### src/rtl/wsg_sound_if.sv
// Bus bundle for the Namco WSG: CPU register-write port, wave-PROM read port
// and the mixed audio sample handed to the HDMI audio path.
interface wsg_sound_if;
  logic              reg_we;
  logic [4:0]        reg_addr;
  logic [3:0]        reg_din;
  logic              rom_rd;
  logic [8:0]        rom_addr;
  logic [3:0]        rom_data;
  logic signed [9:0] sample;
  logic              sample_valid;

  // System side: CPU bus, PROM and audio sink.
  modport master (
    output reg_we, reg_addr, reg_din, rom_data,
    input  rom_rd, rom_addr, sample, sample_valid
  );

  // Sound generator side.
  modport slave (
    input  reg_we, reg_addr, reg_din, rom_data,
    output rom_rd, rom_addr, sample, sample_valid
  );
endinterface

### src/rtl/wsg_sound.sv
// Namco 3-voice waveform sound generator: three voices share one wave-PROM port and
// are mixed into one signed 10-bit sample per frame. Optional IIR output filter: WSG_LOWPASS_EN.
module wsg_sound #(
  parameter int CLK_HZ  = 47828000,
  parameter int SLOT_HZ = 72000
) (
  input  logic       clk_pixel,
  input  logic       reset_n,
  wsg_sound_if.slave bus
);

  localparam int DIV   = CLK_HZ / SLOT_HZ;
  localparam int HALF  = DIV / 2;
  localparam int CNT_W = $clog2(DIV + 1);

  localparam logic [CNT_W-1:0] CNT_LAST = CNT_W'(DIV);
  localparam logic [CNT_W-1:0] CNT_PRE  = CNT_W'(HALF - 1);
  localparam logic [CNT_W-1:0] CNT_CAPT = CNT_W'(HALF + 1);

  localparam logic [1:0] VOICE_0 = 2'd0;
  localparam logic [1:0] VOICE_1 = 2'd1;
  localparam logic [1:0] VOICE_2 = 2'd2;

  logic [CNT_W-1:0]  cnt_q, cnt_d;
  logic [1:0]        voice_q, voice_d;
  logic [3:0]        regs_q [32];
  logic [3:0]        regs_d [32];
  logic [19:0]       acc_q [3];
  logic [19:0]       acc_d [3];
  logic [3:0]        d_q, d_d;
  logic signed [9:0] sum_q, sum_d;
  logic signed [9:0] sample_q, sample_d;
  logic              sample_valid_q, sample_valid_d;
  logic              rom_rd_q, rom_rd_d;
  logic [8:0]        rom_addr_q, rom_addr_d;

  logic [4:0]        base;
  logic [3:0]        wave_cur, vol_cur;
  logic [19:0]       freq_cur, acc_cur;
  logic              slot_end, frame_end;
  logic signed [9:0] vol_x, d_x, term, frame_x, filt_out;

  // Register block of the voice owning the current slot starts at offset 5*voice.
  always_comb begin
    case (voice_q)
      VOICE_1: begin base = 5'd5;  acc_cur = acc_q[1]; end
      VOICE_2: begin base = 5'd10; acc_cur = acc_q[2]; end
      default: begin base = 5'd0;  acc_cur = acc_q[0]; end
    endcase
    wave_cur = regs_q[5'h05 + base];
    vol_cur  = regs_q[5'h15 + base];
    freq_cur = {regs_q[5'h14 + base], regs_q[5'h13 + base], regs_q[5'h12 + base],
                regs_q[5'h11 + base], (voice_q == VOICE_0) ? regs_q[5'h10] : 4'h0};
  end

  assign slot_end  = (cnt_q == CNT_LAST);
  assign frame_end = slot_end && (voice_q == VOICE_2);

  // Wave samples are offset-binary around 7, so a silent wave contributes -7*volume.
  assign vol_x   = {6'b0, vol_cur};
  assign d_x     = {6'b0, d_q} - 10'd7;
  assign term    = vol_x * d_x;
  assign frame_x = sum_q + term;

`ifdef WSG_LOWPASS_EN
  logic signed [11:0] y_q, y_d, y_diff;

  always_comb begin
    y_diff = {{2{frame_x[9]}}, frame_x} - y_q;
    y_d    = y_q;
    if (frame_end) begin
      y_d = y_q + (y_diff >>> 2);
    end
    if (y_d > 12'sd511) begin
      filt_out = 10'sd511;
    end else if (y_d < -12'sd512) begin
      filt_out = -10'sd512;
    end else begin
      filt_out = y_d[9:0];
    end
  end

  always_ff @(posedge clk_pixel or negedge reset_n) begin
    if (!reset_n) begin
      y_q <= '0;
    end else begin
      y_q <= y_d;
    end
  end
`else
  assign filt_out = frame_x;
`endif

  always_comb begin
    // NOTE: every signal gets a default before any branch, so no path leaves it unassigned and no latch is inferred.
    cnt_d          = slot_end ? '0 : cnt_q + 1'b1;
    voice_d        = voice_q;
    regs_d         = regs_q;
    d_d            = d_q;
    sum_d          = sum_q;
    sample_d       = sample_q;
    sample_valid_d = frame_end;
    rom_rd_d       = (cnt_q == CNT_PRE);
    rom_addr_d     = rom_addr_q;

    if (slot_end) begin
      voice_d = (voice_q == VOICE_2) ? VOICE_0 : voice_q + 2'd1;
    end

    if (bus.reg_we) begin
      regs_d[bus.reg_addr] = bus.reg_din;
    end

    // Index comes from acc[17:13]: each voice only advances once per 24 kHz frame.
    if (rom_rd_d) begin
      rom_addr_d = {wave_cur, acc_cur[17:13]};
    end

    if (cnt_q == CNT_CAPT) begin
      d_d = bus.rom_data;
    end

    for (int v = 0; v < 3; v++) begin
      acc_d[v] = acc_q[v];
      if (slot_end && (voice_q == 2'(v))) begin
        acc_d[v] = acc_cur + freq_cur;
      end
    end

    if (slot_end) begin
      case (voice_q)
        VOICE_0: sum_d = term;
        VOICE_1: sum_d = sum_q + term;
        default: begin
          sum_d    = '0;
          sample_d = filt_out;
        end
      endcase
    end
  end

  always_ff @(posedge clk_pixel or negedge reset_n) begin
    if (!reset_n) begin
      cnt_q          <= '0;
      voice_q        <= VOICE_0;
      d_q            <= '0;
      sum_q          <= '0;
      sample_q       <= '0;
      sample_valid_q <= 1'b0;
      rom_rd_q       <= 1'b0;
      rom_addr_q     <= '0;
      // NOTE: the register file is flop-based and must read as zero after reset, so it is cleared here rather than left to a RAM.
      for (int i = 0; i < 32; i++) begin
        regs_q[i] <= 4'h0;
      end
      for (int v = 0; v < 3; v++) begin
        acc_q[v] <= '0;
      end
    end else begin
      // NOTE: non-blocking assignments so every flop samples pre-edge values regardless of statement order.
      cnt_q          <= cnt_d;
      voice_q        <= voice_d;
      regs_q         <= regs_d;
      acc_q          <= acc_d;
      d_q            <= d_d;
      sum_q          <= sum_d;
      sample_q       <= sample_d;
      sample_valid_q <= sample_valid_d;
      rom_rd_q       <= rom_rd_d;
      rom_addr_q     <= rom_addr_d;
    end
  end

  assign bus.rom_rd       = rom_rd_q;
  assign bus.rom_addr     = rom_addr_q;
  assign bus.sample       = sample_q;
  assign bus.sample_valid = sample_valid_q;

endmodule

### src/flat_wrapper.sv
// flat-port wrapper written by rule: the top's interface ports become plain ports
module wsg_sound_flat 
#(
  parameter int CLK_HZ  = 47828000,
  parameter int SLOT_HZ = 72000
)
  (clk_pixel, reset_n, bus_reg_we, bus_reg_addr, bus_reg_din, bus_rom_data, bus_rom_rd, bus_rom_addr, bus_sample, bus_sample_valid);
  wsg_sound_if bus_i ();
  input  logic clk_pixel;
  input  logic reset_n;
  input wire logic [$bits(bus_i.reg_we)-1:0] bus_reg_we;
  input wire logic [$bits(bus_i.reg_addr)-1:0] bus_reg_addr;
  input wire logic [$bits(bus_i.reg_din)-1:0] bus_reg_din;
  input wire logic [$bits(bus_i.rom_data)-1:0] bus_rom_data;
  output wire logic [$bits(bus_i.rom_rd)-1:0] bus_rom_rd;
  output wire logic [$bits(bus_i.rom_addr)-1:0] bus_rom_addr;
  output wire logic [$bits(bus_i.sample)-1:0] bus_sample;
  output wire logic [$bits(bus_i.sample_valid)-1:0] bus_sample_valid;
  assign bus_i.reg_we = bus_reg_we;
  assign bus_i.reg_addr = bus_reg_addr;
  assign bus_i.reg_din = bus_reg_din;
  assign bus_i.rom_data = bus_rom_data;
  assign bus_rom_rd = bus_i.rom_rd;
  assign bus_rom_addr = bus_i.rom_addr;
  assign bus_sample = bus_i.sample;
  assign bus_sample_valid = bus_i.sample_valid;
  wsg_sound #(.CLK_HZ(CLK_HZ), .SLOT_HZ(SLOT_HZ)) u_core (.clk_pixel(clk_pixel), .reset_n(reset_n), .bus(bus_i));
endmodule
### config.mk
export PLATFORM = sky130hd
export DESIGN_NAME = wsg_sound_flat
export DESIGN_NICKNAME = d
export VERILOG_FILES = /design/src/rtl/wsg_sound_if.sv /design/src/rtl/wsg_sound.sv /design/src/flat_wrapper.sv
export SDC_FILE = /design/constraint.sdc
export NUM_CORES = 1
export LEC_CHECK = 0
export CAP_MARGIN = 5
export CELL_PAD_IN_SITES_DETAIL_PLACEMENT = 0
export CELL_PAD_IN_SITES_GLOBAL_PLACEMENT = 1
export CORE_MARGIN = 10
export CORE_UTILIZATION = 50
export CTS_CLUSTER_SIZE = 12
export DETAILED_ROUTE_END_ITERATION = 12
export PLACE_DENSITY = 0.87
export SYNTH_ARGS = -nofsm -noshare
export SYNTH_HDL_FRONTEND = slang
export SYNTH_SLANG_ARGS = --single-unit
### constraint.sdc
create_clock -name clk_pixel -period 10.4 [get_ports clk_pixel]
set_clock_uncertainty 0.1 [all_clocks]
set_input_delay 2.08 -clock clk_pixel [delete_from_list [all_inputs] [get_ports clk_pixel]]
set_output_delay 2.08 -clock clk_pixel [all_outputs]
set_load 0.005 [all_outputs]
# Word-level counts from Yosys, hierarchy flattened
# Cells that the tools add are included.
[word_totals] regBits=235
[classes] n_addsub=11 mul=1 magnitude_cmp=8 n_eq_ne=5 n_mux=27 n_bitwise=8 reduce_logical=7
[ops] op="$bwmux W128" n=1
[ops] op="$bmux W4 S5" n=6
[ops] op="$mux W4" n=14
[ops] op="$ge A6 B6 Y1 const B" n=7
[ops] op="$not A5 Y6" n=7
[ops] op="$pmux W20 S2" n=1
[ops] op="$add A5 B4 Y5 const A" n=5
[ops] op="$add A20 B20 Y20" n=1
[ops] op="$demux W4 S5" n=1
[ops] op="$eq A10 B9 Y1 const B" n=2
[ops] op="$pmux W10 S2" n=1
[ops] op="$add A10 B1 Y10 const B" n=1
[ops] op="$add A10 B10 Y10" n=1
[ops] op="$eq A10 B10 Y1 const B" n=1
[ops] op="$mul A5 B10 Y10" n=1
[ops] op="$mux W10" n=1
[ops] op="$pmux W4 S2" n=1
[ops] op="$lt A6 B1 Y1 const B" n=1
[ops] op="$add A3 B4 Y5 const A" n=1
[ops] op="$sub A4 B3 Y5 const B" n=1
[ops] op="$logic_and A1 B1 Y1" n=4
[ops] op="$add A2 B1 Y2 const B" n=1
[ops] op="$eq A2 B1 Y1 const B" n=1
[ops] op="$eq A2 B2 Y1 const B" n=1
[ops] op="other kinds (5)" n=5

# Depth between registers and ports, before layout
[depth] ltp_word=10 ltp_mapped=31 ltp_nobuf=29

# Worst setup path after synthesis
# OpenSTA, ideal clock, no wires.
[synth_timing] kind="reg2reg" startpoint="register u_core.voice_q[0]" endpoint="register u_core.sum_q[9]" setup_ns=0.142 t_arrival_ns=5.930 slack_ns=4.228 path_stages_with_launch=31 path_cell_list="dfrtp_1 > inv_1 > ha_1 > buf_2 > buf_1 > clkbuf_1 > nand2_1 > o211ai_1 > o21ai_0 > mux2i_1 > nor2_1 > ha_1 > inv_1 > fa_1 > fa_1 > inv_1 > ha_1 > nor2b_1 > o21ai_0 > nand2b_1 > a21o_1 > a21o_1 > xnor2_1 > inv_1 > ha_1 > nor2_1 > nand2_1 > o221ai_1 > xnor3_2 > mux2i_1 > o221ai_1"
[synth_via] elab_chain_cells=10 elab_cells_between_ends=12 classes_between="add/sub: 2; mul: 1; eq/ne: 2; mux: 5; bitwise: 1; reduce/logical: 1"
[synth_lines] item="start, declared" line_no="wsg_sound.sv:25" text="logic [1:0] voice_q, voice_d;"
[synth_lines] item="start signal, assigned" line_no="wsg_sound.sv:162" text="voice_q <= voice_d;"
[synth_lines] item="$eq A2 B2 Y1 or $eq A2 B1 Y1 (tied branches)" line_no="wsg_sound.sv:45, wsg_sound.sv:131"
[synth_lines] item="$pmux W4 S2" line_no="wsg_sound.sv:45" text="case (voice_q)"
[synth_lines] item="$add A5 B4 Y5" line_no="wsg_sound.sv:51" text="vol_cur = regs_q[5'h15 + base];"
[synth_lines] item="$not A5 Y6 (implied by the code)" line_no="wsg_sound.sv:51"
[synth_lines] item="$bmux W4 S5" line_no="wsg_sound.sv:51"
[synth_lines] item="$mux W4 (implied by the code) (2 in series)" line_no="wsg_sound.sv:51"
[synth_lines] item="$mul A5 B10 Y10" line_no="wsg_sound.sv:62" text="assign term = vol_x * d_x;"
[synth_lines] item="$add A10 B10 Y10" line_no="wsg_sound.sv:133" text="VOICE_1: sum_d = sum_q + term;"
[synth_lines] item="$pmux W10 S2 *" line_no="wsg_sound.sv:131" text="case (voice_q)"
[synth_lines] item="end signal, assigned" line_no="wsg_sound.sv:166" text="sum_q <= sum_d;"
[synth_lines] item="end, declared" line_no="wsg_sound.sv:31" text="logic signed [9:0] sum_q, sum_d;"
# Every way passes the cells marked *; elsewhere a longest branch is shown, timed or not. The select of a mux whose other input is x is not followed.
# A chain may end at the register's enable or synchronous reset.

# Worst setup path after layout
# Ends and elaborated chain as after synthesis.

==> key figures <==
Status
  • Result of the run: finished clean

Setup path
  • WP buf/inv: 4
  • Arrival time worst endpoint: 7.24 ns
  • Crit path largest cell delay: 0.92 ns
  • Depth of the worst register-to-register path: 25
  • Startpoint type of the worst setup path: register
  • Data required time at the worst endpoint: 10.66 ns
  • Category of the worst setup path capture point: register
  • Cell repeated most along the worst path: inv_1
  • Count of cell instances traversed by the critical path: 25
  • Worst path top cell family by delay: adder cells
  • Peak fanout along the critical path: 88
  • Critical path's slowest cell: ha_4
  • Startpoint-to-endpoint class of the critical path: register to register

Place
  • Gpl congestion: 0.844
  • Count of input and output buffers: 36
  • Detail Placement HPWL: 19,800 µm

STA
  • Final Cycle Share: 67.1%
  • Slew @ Worst Pin: 1.18 ns
  • Final max-slew violation count: 0
  • RSZ-0062 raised after global routing: no
  • Aggregate negative setup slack: 0 ns
  • Final hold viol count: 0
  • Setup violation total in the final timing report: 0
  • Max-Slew Margin vs Limit: 20.9%
  • Maximum operating frequency: 143 MHz
  • Final worst path period need: 6.98 ns

CTS
  • # H-tree levels: 1
  • Total setup buffers inserted after CTS: 0
  • Post-cts repair resize count: 0
  • Buffer type at the clock tree root: clkbuf_16
  • Sinks on Clock Net: 209
  • Clock input transition at the sequential cells of the worst setup and hold paths: 0.06 ns
  • TritonCTS buffer count: 25
  • Largest buffer count on any clock path: 3
  • Total of hold buffers inserted after clock tree synthesis: 0
  • Clock tree from TritonCTS: yes
  • Source-to-sink clock delay at the later pin of the worst-skew pair: 0.54 ns

Synthesis
  • Most repeated cell in the gate-level netlist after synthesis: dfrtp_1
  • Synth Cell Area: 12,200 µm²
  • Number of flops mapped to enable cells by yosys: 0
  • Synthesized area per cell: 11.1 µm²
  • Syn nets: 1,182
  • Leading cell types by count after synthesis: dfrtp_1 (209), mux2_2 (184), nor2_1 (96), nand2_1 (75), a21oi_1 (57)
  • Main synth FF type: dfrtp_1
  • Synthesized-area fraction occupied by ao, oa, aoi and oai cells: 10.1%
  • Fraction of registers with async set/reset: 100%
  • Top cells by area, synth: dfrtp_1 (43%), mux2_2 (17%), ha_1 (5.3%), mux4_2 (4.6%), mux2i_1 (3.1%)
  • Synth Instances: 1,101
  • Xor and xnor area share after synthesis: 2.84%
  • Largest family of logic cells by synthesized area: multiplexers
  • Number of distinct standard cells referenced by the synthesized netlist: 62
  • Library cell with the largest summed area after synthesis: dfrtp_1
  • Sequential cell area fraction in the yosys report: 42.7%
  • Number of warning messages in the yosys log: 0
  • Area share of the largest cell type after synthesis: 42.7%
  • Adder-cell area share of the yosys netlist: 7.44%
  • Post-synthesis simple-gate area fraction: 9.19%
  • Number of synthesized register bits: 209
  • Mux contribution to synthesized area: 24.6%

Routing
  • DRT iter0 DRCs: 422
  • Total iterations of the first detailed-routing run: 7
  • Post-route antenna net violation count: 0
  • Remaining routing DRC violations: 0
  • Routed wire length: 28,300 µm
  • Routed vias: 8,316
  • WL per Instance: 19.5 µm
  • Vias per cell: 5.73

Power and ir drop
  • Worst vdd ir: 166 µV
  • Static Leakage: 6.14 nW
  • Ratio of total power to cell area: 168 nW/µm²

Cells and area
  • Net total in the final layout: 1,192
  • Count of antenna diodes in the layout: 0
  • Layout area overhead: 11.7%
  • End-of-flow core utilization: 56.5%
  • Ratio of cells with drive above 1 in the final layout: 24.3%

Floorplan
  • Area enclosed by the die boundary: 31,100 µm²
  • Vertical extent of the die: 176 µm
  • Starting density of the core: 50.6%
  • I/O pin cnt: 37
  • Width of the die: 176 µm
  • Core Rows: 57
  • Core region area: 24,200 µm²

Global routing
  • Maximum number of pins on one net before global-route repair: 89
  • Via count of the first global-routing pass: 8,478
  • Antenna violations before repair: 0
  • Global-route track usage on met3: 2.76%
  • Met1 routing resource usage after global routing: 24.8%
  • Total GRT Usage: 18.2%
  • Met2 Use GR: 29.8%
  • Aggregate global routing overflow: 0
  • Wire length of the first global-routing pass: 46,100 µm
  • Layer with the highest usage: met2

Min path
  • Path category of the worst min-delay check: register to register
  • Hold-critical path depth: 1

Job
  • Maxcap violations: 0
## flip-flops by register name, indices dropped and copies added, names as in the netlist, 2 cells and up
| signal | flops |
|---|---|
| u_core.cnt_q | 10 |
| u_core.voice_q | 2 |
| u_core.regs_q | 108 |
| u_core.d_q | 4 |
| u_core.bus.sample | 10 |
| u_core.bus.rom_addr | 9 |
| u_core.acc_q | 54 |
| u_core.sum_q | 10 |
## area by class of cell
| cell class | instances | area, µm² |
|---|---|---|
| timing repair buffer | 42 | 409 |
| multi-input combinational | 793 | 6660 |
| tap | 324 | 405 |
| clock inverter | 7 | 42.5 |
| fill | 2089 | 10500 |
| sequential | 209 | 5230 |
| inverter | 40 | 150 |
| clock buffer | 37 | 771 |
## report_power, final
part | switching [mW] | internal [mW]
clock | 0.347 | 0.510
combinational | 0.247 | 0.228
sequential | 0.0612 | 0.897
total | 0.655 | 1.63
## placed cells by master, fill, tap and decap left out, drive strengths merged, types with 4 or more instances in the layout
master	synthesis	final
clkbuf	44	38
ha	52	52
nand3b	6	6
xor2	13	13
clkdlybuf4s50	0	35
and2	7	7
buf	15	6
nand4	4	4
o31ai	5	5
a21o	11	11
nand3	15	15
mux4	25	25
nand2b	8	8
nor2	97	97
o21a	9	9
a21oi	57	57
mux2i	38	38
clkinv	0	5
mux2	184	184
nand2	75	75
fa	13	13
xnor2	24	24
nor2b	8	8
dfrtp	209	209
a221oi	5	5
nor3	6	6
o21ai	56	56
inv	40	42
nor3b	5	5
a22oi	18	18
a211oi	12	12
## per-stage QoR
step           worst slack, ns  hold WS (ns)  power [mW]  instances  area [µm²]
2_1_floorplan             4.23         0.345        1.30       1101       12200
3_3_place_gp              3.63         0.362        1.43       1408       12900
3_5_place_dp              3.40         0.365        1.45       1408       12900
4_1_cts                   3.37         0.378        2.30       1452       13700
5_1_grt                   2.87         0.408        2.40       1452       13700
6_report                  3.42         0.375        2.29       1452       13700
## final timing paths
path	startpoint	to	slack, ns
min in group asynchronous	reset_n	u_core.sum_q[0]	1.49
hold reg to reg	u_core.bus.rom_addr[4]	u_core.bus.rom_addr[4]	0.37
max in group asynchronous	reset_n	u_core.regs_q[74]	6.63
setup reg to reg	u_core.voice_q[0]	u_core.sum_q[9]	3.42
setup / recovery	u_core.voice_q[0]	u_core.sum_q[9]	3.42
hold / removal	u_core.bus.rom_addr[4]	u_core.bus.rom_addr[4]	0.37
## cell families after synthesis
family	Yosys count
multiplexers	247
AND/OR/NAND/NOR	246
flip-flops	209
AO/OA/AOI/OAI	197
buffers and inverters	99
adder cells (fa/ha/maj)	65
XOR/XNOR	38
## metal layers
| layer | part of all wire (%) | wire [µm] |
|---|---|---|
| met1 | 46 | 13200 |
| met2 | 47 | 13400 |
| met3 | 3.6 | 1010 |
| met4 | 2.5 | 710 |
| met5 | 0 | 0 |
No activity file was read; power rests on OpenSTA's default activity.
